$ cat src/rtl/uart_packet_parser_if.sv
// Framed packet stream carried from the parser to the register controllers.
// Header fields stay stable for every Valid beat of a packet.
interface uart_packet_parser_if;
    logic       SoP;
    logic       EoP;
    logic [7:0] Destination;
    logic [7:0] Source;
    logic [7:0] Length;
    logic [7:0] Data;
    logic       Valid;

    modport master (
        output SoP, EoP, Destination, Source, Length, Data, Valid
    );

    modport slave (
        input SoP, EoP, Destination, Source, Length, Data, Valid
    );
endinterface

$ cat src/rtl/uart_packet_parser.sv
// Frames the raw UART byte stream (SYNC, DEST, SRC, LEN, data) into packet beats,
// discarding zero-length or stalled frames with a one-cycle error pulse.
module uart_packet_parser #(
    parameter logic [7:0] SYNC_BYTE      = 8'h55,
    parameter int         TIMEOUT_CYCLES = 50000
) (
    input  logic                        ipClk,
    input  logic                        ipReset,
    input  logic [7:0]                  ipRxData,
    input  logic                        ipRxValid,
    uart_packet_parser_if.master        opRxStream,
    output logic                        opError,
    output logic                        opBusy
);

    localparam int TW = $clog2(TIMEOUT_CYCLES);
    localparam logic [TW-1:0] TMO_LAST = TW'(TIMEOUT_CYCLES - 1);

    localparam logic [2:0] S_IDLE = 3'd0;
    localparam logic [2:0] S_DEST = 3'd1;
    localparam logic [2:0] S_SRC  = 3'd2;
    localparam logic [2:0] S_LEN  = 3'd3;
    localparam logic [2:0] S_DATA = 3'd4;

    logic [2:0]    r_state;
    logic [7:0]    r_cnt;
    logic [TW-1:0] r_tmo;
    logic          r_valid;
    logic          r_sop;
    logic          r_eop;
    logic          r_error;
    logic [7:0]    r_data;
    logic [7:0]    r_dest;
    logic [7:0]    r_src;
    logic [7:0]    r_len;

    always_ff @(posedge ipClk or negedge ipReset) begin
        if (!ipReset) begin
            r_state <= S_IDLE;
            r_cnt   <= '0;
            r_tmo   <= '0;
            r_valid <= 1'b0;
            r_sop   <= 1'b0;
            r_eop   <= 1'b0;
            r_error <= 1'b0;
            r_data  <= '0;
            r_dest  <= '0;
            r_src   <= '0;
            r_len   <= '0;
        end else begin
            r_valid <= 1'b0;
            r_sop   <= 1'b0;
            r_eop   <= 1'b0;
            r_error <= 1'b0;

            // A byte arriving on the terminal count wins: the timeout only fires on idle cycles.
            if (r_state != S_IDLE && !ipRxValid) begin
                if (r_tmo == TMO_LAST) begin
                    r_error <= 1'b1;
                    r_state <= S_IDLE;
                    r_tmo   <= '0;
                end else begin
                    r_tmo <= r_tmo + 1'b1;
                end
            end else begin
                r_tmo <= '0;
            end

            if (ipRxValid) begin
                case (r_state)
                    S_IDLE: begin
                        if (ipRxData == SYNC_BYTE) begin
                            r_state <= S_DEST;
                        end
                    end
                    S_DEST: begin
                        r_dest  <= ipRxData;
                        r_state <= S_SRC;
                    end
                    S_SRC: begin
                        r_src   <= ipRxData;
                        r_state <= S_LEN;
                    end
                    S_LEN: begin
                        if (ipRxData == 8'd0) begin
                            r_error <= 1'b1;
                            r_state <= S_IDLE;
                        end else begin
                            r_len   <= ipRxData;
                            r_cnt   <= ipRxData;
                            r_state <= S_DATA;
                        end
                    end
                    S_DATA: begin
                        r_valid <= 1'b1;
                        r_data  <= ipRxData;
                        r_sop   <= (r_cnt == r_len);
                        r_eop   <= (r_cnt == 8'd1);
                        r_cnt   <= r_cnt - 8'd1;
                        if (r_cnt == 8'd1) begin
                            r_state <= S_IDLE;
                        end
                    end
                    default: r_state <= S_IDLE;
                endcase
            end
        end
    end

    assign opRxStream.Valid       = r_valid;
    assign opRxStream.SoP         = r_sop;
    assign opRxStream.EoP         = r_eop;
    assign opRxStream.Data        = r_data;
    assign opRxStream.Destination = r_dest;
    assign opRxStream.Source      = r_src;
    assign opRxStream.Length      = r_len;
    assign opError                = r_error;
    assign opBusy                 = (r_state != S_IDLE);

endmodule

$ cat src/flat_wrapper.sv
// flat-port wrapper written by rule: the top's interface ports become plain ports
module uart_packet_parser_flat 
#(
    parameter logic [7:0] SYNC_BYTE      = 8'h55,
    parameter int         TIMEOUT_CYCLES = 50000
)
  (ipClk, ipReset, ipRxData, ipRxValid, opError, opBusy, opRxStream_SoP, opRxStream_EoP, opRxStream_Destination, opRxStream_Source, opRxStream_Length, opRxStream_Data, opRxStream_Valid);
  uart_packet_parser_if opRxStream_i ();
  input  logic ipClk;
  input  logic ipReset;
  input  logic [7:0] ipRxData;
  input  logic ipRxValid;
  output logic opError;
  output logic opBusy;
  output wire logic [$bits(opRxStream_i.SoP)-1:0] opRxStream_SoP;
  output wire logic [$bits(opRxStream_i.EoP)-1:0] opRxStream_EoP;
  output wire logic [$bits(opRxStream_i.Destination)-1:0] opRxStream_Destination;
  output wire logic [$bits(opRxStream_i.Source)-1:0] opRxStream_Source;
  output wire logic [$bits(opRxStream_i.Length)-1:0] opRxStream_Length;
  output wire logic [$bits(opRxStream_i.Data)-1:0] opRxStream_Data;
  output wire logic [$bits(opRxStream_i.Valid)-1:0] opRxStream_Valid;
  assign opRxStream_SoP = opRxStream_i.SoP;
  assign opRxStream_EoP = opRxStream_i.EoP;
  assign opRxStream_Destination = opRxStream_i.Destination;
  assign opRxStream_Source = opRxStream_i.Source;
  assign opRxStream_Length = opRxStream_i.Length;
  assign opRxStream_Data = opRxStream_i.Data;
  assign opRxStream_Valid = opRxStream_i.Valid;
  uart_packet_parser #(.SYNC_BYTE(SYNC_BYTE), .TIMEOUT_CYCLES(TIMEOUT_CYCLES)) u_core (.ipClk(ipClk), .ipReset(ipReset), .ipRxData(ipRxData), .ipRxValid(ipRxValid), .opRxStream(opRxStream_i), .opError(opError), .opBusy(opBusy));
endmodule
$ cat config.mk
export PLATFORM = sky130hd
export DESIGN_NAME = uart_packet_parser_flat
export DESIGN_NICKNAME = d
export VERILOG_FILES = /design/src/rtl/uart_packet_parser_if.sv /design/src/rtl/uart_packet_parser.sv /design/src/flat_wrapper.sv
export SDC_FILE = /design/constraint.sdc
export NUM_CORES = 1
export LEC_CHECK = 0
export BUFFER_PORTS_ARGS = -buffer_cell sky130_fd_sc_hd__buf_2
export CORE_MARGIN = 4
export CORE_UTILIZATION = 60
export DETAILED_ROUTE_END_ITERATION = 12
export PLACE_DENSITY = 0.87
export SYNTH_ARGS = -nofsm -noshare
export SYNTH_HDL_FRONTEND = slang
export SYNTH_SLANG_ARGS = --single-unit
$ cat constraint.sdc
create_clock -name ipClk -period 3.9 [get_ports ipClk]
set_input_delay 0.195 -clock ipClk [delete_from_list [all_inputs] [get_ports ipClk]]
set_output_delay 0.195 -clock ipClk [all_outputs]
set_load 0.005 [all_outputs]
==> summary.md, run 1 <==
| Metric | Value |
|---|---|
| Post-CTS Setup Bufs | 0 |
| Setup_tns | 0 ns |
| # diodes | 0 |
| Count of input and output buffers | 47 |
| FF+latch count, synth | 63 |
| Crit path cell chain | nor3b_2 > nand2_1 > inv_1 > nor2_1 > o21ai_0 |
| Die area | 0.00611 mm² |
| Worst clock skew | between 0.01 and 0.015 ns |
| CTS root buf | clkbuf_8 |
| Synth area leaders | dfrtp_1, nand2_1, mux2_2 |
| Slew headroom | 0.488 |
| Critical path startpoint | u_core.r_state[1] |
| Combinational share of power | 0.326 |
| Worst setup EP type | register |
| Final nets | 347 |
| Hold Vio Cnt, Final | 0 |
| HP Class | in2async |
| CTS max path bufs | 2 |
| GR Overflow Total | 0 |
| Yosys cell types | 43 |
| Starting Density | 0.622 |
| Crit Reg-Reg Endpoint | u_core.r_cnt[4] |
| Worst reg-to-reg path cell count | 5 |
| EDFF count, synth | 0 |
| Status | finished clean |
| Seq/Total Area, Yosys | 0.533 |
| Synthesized area | 0.00296 mm² |
| Core ar. | 0.00475 mm² |
| Fraction of layout instances using a drive strength above 1 | 0.256 |
| P&R area growth vs syn | 14.6% |
| Startpoint Class | register |
| Fin crit period | about 2.2 ns |
| Post-cts hold buffer count | 0 |
| Crit path to | u_core.r_cnt[4] |
| RSZ-0062 raised after global routing | no |
| Most common cell in the synthesized netlist | dfrtp_1 |
| Post-CTS Resized | 0 |
| DRT antenna net count | 0 |
| Clk sinks | 63 |
| Fmax | approximately 0.46 GHz |
| WP buf/inv | 1 |
| Crit path largest cell delay | roughly 0.51 ns |
| First-pass GRT wire length | between 10000 and 15000 µm |
| Synth area leader | dfrtp_1 |
| Initial antenna violation count | 0 |
| Synth Flop Type | dfrtp_1 |
| Drc violations | 0 |
| Largest net degree at the start of global routing | 64 |
| FP Rows | 25 |
| Worst R2R Start | u_core.r_state[1] |
| Synth Instances | roughly 280 |
| H-tree Lvls | 3 |
| Final wirelength | 6570 µm |
| Post-synth top cells | dfrtp_1, nand2_1, nor2_1 |
| Final Slew Violations | 0 |
| CP Class | reg2reg |
| Fillers | between 300 and 400 |
| Vias in the first global route | 2275 |
| Multi-input logic area | 0.00129 mm² |
| Ys async rst share | 1.00 |
| Width of the die | just under 80 µm |
| CTS Buf Count | 9 |
| Flop2flop setup slack | around 1.7 ns |
| Tcrit/Tclk final | 0.561 |
| DP HPWL | between 4000 and 5000 µm |
| Avg Cell Area, Syn | roughly 10 µm² |
| Reg area | approximately 0.0016 mm² |
| Hold Slack | around 0.026 ns |
| Worst-Margin Slew | 0.768 ns |
| # IOs | 48 |
| Router iterations before antenna repair | 5 |
| Data required, critical path | 4.14 ns |
| GP Congestion | between 0.9 and 1 |
| Internal power | between 1.5 and 2 mW |
| Clk pin slew, worst setup/hold paths | around 0.070 ns |
| Drt wl/cell | around 16 µm |
| Post-DR vias/cell | about 5.8 |
| Top cell type's share of synthesized area | 0.533 |
| Chip Height | approximately 80 µm |
| Tot Pwr | approximately 2.3 mW |
| Critical path depth | 5 |
| Max VDD drop | ~0.43 mV |
| Crit path max-delay cell type | dfrtp_1 |
| NetSw | just over 0.8 mW |
| Switch share | 0.352 |
| TritonCTS clock tree | done |
| CP max FO | 16 |
| Total GRT Usage | 0.229 |
| Initial DRC count | around 220 |
| Clk pwr share | 0.209 |
| Maxcap violations | 0 |
| Via Count | between 2k and 2.5k |
| Syn_nets | roughly 300 |
| YS warnings | 0 |
| Setup slack after layout | 1.71 ns |
| Final setup vio count | 0 |
| Arr. time, crit path | 2.42 ns |
| Reg power frac | 0.464 |
| Power per cell area | around 690 mW/mm² |
| Leak pwr | roughly 1.6 nW |
| Pre-CTS WS | about 1.8 ns |
| Worst-Skew Late Latency | ~0.34 ns |
| Top Family by Delay on Critical Path | simple AND/OR/NAND/NOR gates |
==> flip-flops by register name (all words and copies together) (netlist names) <==
name and count:
u_core.opRxStream.SoP 1, u_core.r_cnt 8, u_core.opRxStream.Source 8, u_core.opRxStream.Data 8, u_core.opRxStream.Valid 1, u_core.opRxStream.Destination 8
u_core.opRxStream.EoP 1, u_core.opError 1, u_core.r_state 3, u_core.opRxStream.Length 8, u_core.r_tmo 16
==> power groups by stage <==
| stage | clock network (mW) | logic (mW) | registers [mW] |
|---|---|---|---|
| 3_3_place_gp | 0 | 0.727 | 1.07 |
| 5_1_grt | 0.522 | 0.849 | 1.11 |
| 2_1_floorplan | 0 | 0.500 | 1.04 |
| 3_5_place_dp | 0 | 0.755 | 1.08 |
| 4_1_cts | 0.491 | 0.765 | 1.08 |
| 6_report | 0.486 | 0.758 | 1.08 |
==> per-layer routing <==
layer,up-vias,routed length (µm),share of wire,GRT usage
met4,0,99,0.015,0.103
li1,1084,-,-,-
met2,82,3090,0.47,0.343
met3,13,412,0.063,0.0550
met1,1139,2970,0.45,0.316
met5,-,0,0,0
==> cells in the final DEF (no fill, tap or decap), drive strengths merged, types with 3 or more instances in the layout <==
cell / instances
dfrtp: 63
nand2: 55
buf: 48
nor2: 27
xnor2: 20
mux2: 16
clkbuf: 13
inv: 9
nor3: 9
o21ai: 8
nand4: 7
nand3: 7
nor4: 5
a21oi: 5
and3: 3
nor4b: 3
o31ai: 3
ha: 3
==> worst min path at each step <==
stage	start	end	slack [ns]
final	ipReset	u_core.r_cnt[5]	0.03
after global routing	ipReset	u_core.opRxStream.Source[7]	0.09
after CTS	ipReset	u_core.r_cnt[2]	0.05
after detailed placement	ipReset	u_core.opRxStream.Source[7]	0.40
after global placement	ipReset	u_core.opRxStream.Source[7]	0.40
after floorplan	ipReset	u_core.opError	-0.10
==> kinds of logic after synthesis <==
group,after synthesis,share of synthesized area
AOI/OAI and AO/OA,32,0.0830
and+or+nand+nor,127,0.207
buffers and inverters,19,0.0313
DFF,63,0.533
muxes,18,0.0677
adders and majority gates,3,0.0127
xor gates and xnor gates,22,0.0652
==> worst register-to-register path, stage by stage (launching register included) <==
cell     delay, ns
dfrtp_1       0.51
nor3b_2       0.41
nand2_1       0.40
inv_1         0.39
nor2_1        0.14
o21ai_0       0.24
==> layout make-up <==
cell class / instances / share of cell area
Multi-Input combinational cell: 202 / 0.380
Inverter: 9 / 0.00997
Clock inverter: 1 / 0.00148
Tap cell: 67 / 0.0248
Clock buffer: 13 / 0.0469
Sequential cell: 63 / 0.465
Timing Repair Buffer: 48 / 0.0717
==> metrics by stage <==
stage,util,std cells,instance area [µm²]
6_report,0.712,403,3390
2_1_floorplan,-,284,2960
5_1_grt,0.712,403,3390
4_1_cts,0.712,403,3390
3_3_place_gp,0.678,389,3220
3_5_place_dp,0.678,389,3220
No activity file was read; power rests on OpenSTA's default activity.
==> run 2: changes to the inputs <==
CORE_UTILIZATION = 56   (was 60)
PLACE_DENSITY = 0.82   (was 0.87)
clock period = 2.2 ns   (was 3.9 ns; I/O delays follow)
==> run 2 against run 1 <==
Effect of this change:
- clock skew decreased by 0.0033 ns
- via count about the same
- sequential power increased by 77%
- total power increased by 85%
==> summary.md, run 2 (synthesis gave the netlist of run 1 again) <==
| Metric | Value |
|---|---|
| Final setup vio count | 0 (unchanged) |
| Worst setup EP type | register |
| Fin crit period | 1.98 ns (-0.208 ns) |
| DP HPWL | 4620 µm (+4.1%) |
| Router iterations before antenna repair | 5 (unchanged) |
| HP Class | in2reg |
| Setup_tns | 0 ns (unchanged) |
| Leak pwr | 1.62 nW (+2.8%) |
| Post-DR vias/cell | 5.58 (-3.0%) |
| Largest net degree at the start of global routing | 35 (-45%) |
| Data required, critical path | 2.47 ns (-1.67 ns) |
| Count of input and output buffers | 47 (unchanged) |
| TritonCTS clock tree | done |
| Crit Reg-Reg Endpoint | u_core.r_tmo[12] |
| Most frequent cells in the layout | dfrtp_1, nand2_1, buf_2 |
| Worst R2R Start | u_core.r_tmo[0] |
| DRT antenna net count | 0 (unchanged) |
| CTS max path bufs | 2 (unchanged) |
| Fmax | 0.506 GHz (+11%) |
| Post-CTS Setup Bufs | 0 (unchanged) |
| Post-cts hold buffer count | 1 (+1) |
| NetSw | 1.51 mW (+85%) |
| CP max FO | 15 (-1) |
| Reg power frac | 0.442 (-0.022) |
| Starting Density | 0.579 (-0.0429) |
| FP Rows | 26 (+4.0%) |
| Arr. time, crit path | 2.24 ns (-0.18 ns) |
| Worst clock skew | 0.00880 ns (-0.00335 ns) |
| CP Class | reg2reg |
| Max reg flops | 16 (unchanged) |
| GR Overflow Total | 0 (unchanged) |
| Total GRT Usage | 0.226 (-0.00250) |
| Switch share | 0.351 (-0.00120) |
| Fraction of layout instances using a drive strength above 1 | 0.280 (+0.0244) |
| Clk sinks | 63 (unchanged) |
| P&R area growth vs syn | 18.3% |
| GP Congestion | 0.797 (-13%) |
| Hold Vio Cnt, Final | 0 (unchanged) |
| Clk pin slew, worst setup/hold paths | 0.07 ns (about the same) |
| H-tree Lvls | 3 (unchanged) |
| Fillers | 387 (+9.6%) |
| Final nets | 355 (+2.3%) |
| Slew headroom | 0.517 (+0.0292) |
| Vias in the first global route | 2354 (+3.5%) |
| Power per cell area | 1230 mW/mm² (+80%) |
| Final Slew Violations | 0 (unchanged) |
| Drt wl/cell | 16.0 µm (-1.7%) |
| Internal power | 2.79 mW (+86%) |
| Worst reg-to-reg path cell count | 5 (unchanged) |
| First-pass GRT wire length | 11200 µm (+3.0%) |
| Post-layout util | 0.684 (-0.0279) |
| Pre-CTS WS | 0.280 ns (-1.50 ns) |
| Initial antenna violation count | 0 (unchanged) |
| Startpoint Class | register |
| RSZ-0062 raised after global routing | no |
| Post-CTS Resized | 0 (unchanged) |
| Hold Slack | 0.0372 ns (+0.0117 ns) |
| Die area | 0.00650 mm² (+6.4%) |
| Tcrit/Tclk final | 0.899 (+0.338) |
| CTS root buf | clkbuf_8 |
| Most flop-heavy register | u_core.r_tmo |
| Tot Pwr | 4.31 mW (+85%) |
| Flop2flop setup slack | 0.22 ns (-1.49 ns) |
| # IOs | 48 (unchanged) |
| Initial DRC count | 276 (+27%) |
| Drc violations | 0 (unchanged) |
| CTS Buf Count | 9 (unchanged) |
| Final wirelength | 6660 µm (+1.4%) |
| Worst-Skew Late Latency | 0.34 ns (about the same) |
| Via Count | 2320 (+0.086%) |
| Hold EP | u_core.opRxStream.Data[3] |
| Setup slack after layout | 0.222 ns (-1.49 ns) |
| Clk pwr share | 0.238 (+0.029) |
| Combinational share of power | 0.320 (-0.006) |
| Width of the die | 80.6 µm (+3.2%) |
| # diodes | 0 (unchanged) |
| Reg area | 0.00158 mm² (unchanged) |
| Maxcap violations | 0 (unchanged) |
| Hold Startpoint | ipRxData[3] |
| Chip Height | 80.6 µm (+3.2%) |
| Worst-Margin Slew | 0.724 ns (-0.0437 ns) |
| Hold path cells | 3 |
| Multi-input logic area | 0.00129 mm² (unchanged) |
| Status | finished clean |
| Max VDD drop | 1.09 mV (+150%) |
| Most common cell after layout, fill and taps aside | dfrtp_1 |
| Core ar. | 0.00511 mm² (+7.4%) |
## run 2: cell type report
| cell class | count | share of cell area |
|---|---|---|
| Tap cell | 70 | 0.0251 |
| Clock buffer | 10 | 0.0394 |
| Multi-Input combinational cell | 202 | 0.368 |
| Sequential cell | 63 | 0.451 |
| Clock inverter | 6 | 0.0197 |
| Inverter | 9 | 0.00966 |
| Timing Repair Buffer | 56 | 0.0873 |
## run 2: power groups by stage
stage | Clock [mW] | Combinational, mW | Sequential, mW
3_3_place_gp | 0 | 1.33 | 1.89
2_1_floorplan | 0 | 0.886 | 1.84
5_1_grt | 1.10 | 1.54 | 1.96
4_1_cts | 1.04 | 1.39 | 1.90
3_5_place_dp | 0 | 1.37 | 1.91
6_report | 1.02 | 1.38 | 1.91
## run 2: worst max-delay path by stage
stage,startpoint,end,slack (ns),cells after the start
2_1_floorplan,u_core.r_state[2],u_core.opRxStream.Destination[0],0.52,3
4_1_cts,u_core.r_tmo[0],u_core.r_tmo[12],0.22,5
5_1_grt,u_core.r_tmo[0],u_core.r_tmo[12],0.04,5
3_3_place_gp,u_core.r_tmo[0],u_core.r_tmo[0],0.37,5
3_5_place_dp,u_core.r_tmo[0],u_core.r_tmo[3],0.28,5
6_report,u_core.r_tmo[0],u_core.r_tmo[12],0.22,5
## run 2: metrics by stage
stage / std cells / area [µm²]
4_1_cts: 416 / 3500
5_1_grt: 416 / 3500
3_3_place_gp: 399 / 3280
3_5_place_dp: 399 / 3280
6_report: 416 / 3500
2_1_floorplan: 284 / 2960
## run 2: per-layer routing
metal / global-route usage / up-vias / wire (µm)
li1: - / 1102 / -
met1: 0.300 / 1124 / 2950
met2: 0.345 / 81 / 3060
met3: 0.0774 / 13 / 538
met4: 0.0811 / 0 / 112
met5: 0 / - / 0
## run 2: critical path, stage by stage (launching register included)
cell and delay, ns:
dfrtp_1 0.41, ha_1 0.25, and3_1 0.24, a41oi_1 0.34
nand2_1 0.42, nor2_1 0.24
==> run 3: changes to the inputs <==
ABC_AREA = 1   (was default)
==> run 3 against run 2 <==
Effect of this change:
- worst setup slack improved by 0.40 ns
- clock skew decreased by 0.0027 ns
- global-route usage increased by 1.4 points
- sequential share of layout area decreased by 1.6 points
- combinational power increased by 7%
- synthesized cell count increased by 29%
- critical path type unchanged
- largest cell class unchanged
==> summary.md, run 3 <==
| Metric | Value |
|---|---|
| FP Rows | 26 (unchanged) |
| DP HPWL | 5140 µm (+11%) |
| Wire length on met2 | 3290 µm (+7.3%) |
| Fmax | 0.632 GHz (+25%) |
| Drc violations | 0 (unchanged) |
| Synth area leaders | dfrtp_1, nand2_1, o21ai_0 |
| WL met1 | 3150 µm (+6.9%) |
| Fillers | 425 (+9.8%) |
| NetSw | 1.61 mW (+6.6%) |
| YS warnings | 0 (unchanged) |
| Fin crit period | 1.58 ns (-0.397 ns) |
| Crit path to | u_core.r_cnt[2] |
| # IOs | 48 (unchanged) |
| Initial antenna violation count | 0 (unchanged) |
| Total GRT Usage | 0.241 (+0.0143) |
| Status | finished clean |
| Startpoint Class | register |
| P&R area growth vs syn | 16.7% |
| Clk pin slew, worst setup/hold paths | 0.07 ns (about the same) |
| Worst R2R Start | u_core.r_state[0] |
| CP max FO | 12 (-3) |
| Flop2flop setup slack | 0.62 ns (+0.40 ns) |
| Final nets | 435 (+23%) |
| Final setup vio count | 0 (unchanged) |
| FF+latch count, synth | 63 (unchanged) |
| Most frequent cells in the layout | nand2_1, dfrtp_1, buf_2 |
| Final Slew Violations | 0 (unchanged) |
| Final wirelength | 7170 µm (+7.7%) |
| RSZ-0062 raised after global routing | no |
| Clk pwr share | 0.244 (+0.006) |
| Initial DRC count | 239 (-13%) |
| EDFF count, synth | 0 (unchanged) |
| Setup slack after layout | 0.619 ns (+0.397 ns) |
| Largest net degree at the start of global routing | 24 (-31%) |
| CP Class | reg2reg |
| Synthesized area | 0.00311 mm² (+5.2%) |
| Top cell type's share of synthesized area | 0.507 (-0.0262) |
| CTS root buf | clkbuf_8 |
| Post-synth top cells | nand2_1, dfrtp_1, nor2_1 |
| Switch share | 0.365 (+0.0136) |
| HP Class | in2reg |
| Maxcap violations | 0 (unchanged) |
| Met3 wire len | 530 µm (-1.5%) |
| Synth area leader | dfrtp_1 |
| Router iterations before antenna repair | 6 (+1) |
| Pre-CTS WS | 0.687 ns (+0.407 ns) |
| H-tree Lvls | 3 (unchanged) |
| Data required, critical path | 2.46 ns (about the same) |
| Tcrit/Tclk final | 0.719 (-0.180) |
| Arr. time, crit path | 1.84 ns (-0.40 ns) |
| Post-CTS Resized | 0 (unchanged) |
| Most flop-heavy register | u_core.r_tmo |
| Post-DR vias/cell | 5.37 (-3.7%) |
| First-pass GRT wire length | 12100 µm (+8.8%) |
| Synth Instances | 366 (+29%) |
| # diodes | 0 (unchanged) |
| Seq/Total Area, Yosys | 0.507 (-0.0262) |
| Max layer used | met4 |
| Syn_nets | 380 (+28%) |
| GP Congestion | 0.888 (+11%) |
| CTS Buf Count | 9 (unchanged) |
| Hold Slack | 0.0685 ns (+0.0312 ns) |
| Die area | 0.00681 mm² (+4.7%) |
| Synth Flop Type | dfrtp_1 |
| Slew headroom | 0.660 (+0.142) |
| Power per cell area | 1220 mW/mm² (-1.1%) |
| GR Overflow Total | 0 (unchanged) |
| Core ar. | 0.00524 mm² (+2.5%) |
| Avg Cell Area, Syn | 8.49 µm² (-18%) |
| Most common cell after layout, fill and taps aside | nand2_1 |
| Leak pwr | 1.79 nW (+11%) |
| Worst setup EP type | register |
| Clk sinks | 63 (unchanged) |
| Width of the die | 82.5 µm (+2.3%) |
| Chip Height | 82.5 µm (+2.3%) |
| TritonCTS clock tree | done |
| Yosys cell types | 38 (-12%) |
| Setup_tns | 0 ns (unchanged) |
| Ys async rst share | 1.00 (unchanged) |
| Hold Startpoint | ipRxData[1] |
| Hold Vio Cnt, Final | 0 (unchanged) |
| Drt wl/cell | 14.5 µm (-9.7%) |
| Reg area | 0.00158 mm² (unchanged) |
| Worst-Skew Late Latency | 0.33 ns (about the same) |
| Fraction of layout instances using a drive strength above 1 | 0.214 (-0.0667) |
| Vias in the first global route | 2521 (+7.1%) |
| Internal power | 2.81 mW (+0.49%) |
| CTS max path bufs | 2 (unchanged) |
| Worst clock skew | 0.00614 ns (-0.00265 ns) |
| Via Count | 2665 (+15%) |
| Multi-input logic area | 0.00132 mm² (+2.9%) |
| Worst-Margin Slew | 0.509 ns (-0.215 ns) |
| Reg power frac | 0.423 (-0.019) |
| DRT antenna net count | 0 (unchanged) |
| Starting Density | 0.593 (+0.0148) |
| Crit Reg-Reg Endpoint | u_core.r_cnt[2] |
| Max reg flops | 16 (unchanged) |
| Most common cell in the synthesized netlist | nand2_1 |
| Worst reg-to-reg path cell count | 7 (+2) |
| Critical path startpoint | u_core.r_state[0] |
| Count of input and output buffers | 47 (unchanged) |
| Combinational share of power | 0.333 (+0.013) |
| Max VDD drop | 0.759 mV (-31%) |
## run 3: per-layer routing
layer,track usage,vias up
met2,0.361,122
li1,-,1290
met4,0.108,0
met1,0.333,1225
met5,0,-
met3,0.0564,28
## run 3: final cells by class
type                    instances  share of cell area
clock buffers                  10              0.0352
clock inverters                 6              0.0234
inverters                      40              0.0462
multi-input cells             257               0.365
flip-flops and latches         63               0.434
well taps                      70              0.0241
repair buffers                 50              0.0717
## run 3: repair_timing
action,4_1_cts,5_1_grt
hold buffers,1,0
buffers inserted,0,0
endpoints found under the hold margin,20,0
## run 3: per-stage QoR
stage | area, µm² | util | std cells | total power, mW
after CTS | 3630 | 0.693 | 496 | 4.44
after floorplan | 3110 | - | 366 | 2.75
after global placement | 3410 | 0.650 | 479 | 3.27
after global routing | 3630 | 0.693 | 496 | 4.76
after detailed placement | 3410 | 0.650 | 479 | 3.33
final | 3630 | 0.693 | 496 | 4.42
## run 3: kinds of logic after synthesis
family | share of synthesized area
flip-flops | 0.507
adder cells (fa/ha/maj) | 0.0121
XOR/XNOR | 0.0366
buffers and inverters | 0.0668
AO/OA/AOI/OAI | 0.130
AND/OR/NAND/NOR | 0.247
## run 3: power groups by stage
stage | sequential (mW) | combinational (mW) | clock (mW)
2_1_floorplan | 1.85 | 0.899 | 0
4_1_cts | 1.87 | 1.48 | 1.10
3_5_place_dp | 1.87 | 1.46 | 0
3_3_place_gp | 1.86 | 1.41 | 0
6_report | 1.87 | 1.47 | 1.08
5_1_grt | 1.93 | 1.67 | 1.16
## run 3: how the worst min path moves through the flow
stage / endpoint / cells after the start
after floorplan: u_core.opError / 0
after global placement: u_core.r_tmo[10] / 1
after detailed placement: u_core.opError / 1
after CTS: u_core.opRxStream.Length[1] / 3
after global routing: u_core.r_state[0] / 3
final: u_core.opRxStream.Length[1] / 3
## run 3: critical path, cell delays in order (launching register included)
cell	delay, ns
dfrtp_1	0.43
nor2_2	0.24
nand2_4	0.14
inv_1	0.28
o21ai_0	0.14
o21ai_0	0.13
nand2_1	0.07
o21ai_0	0.06
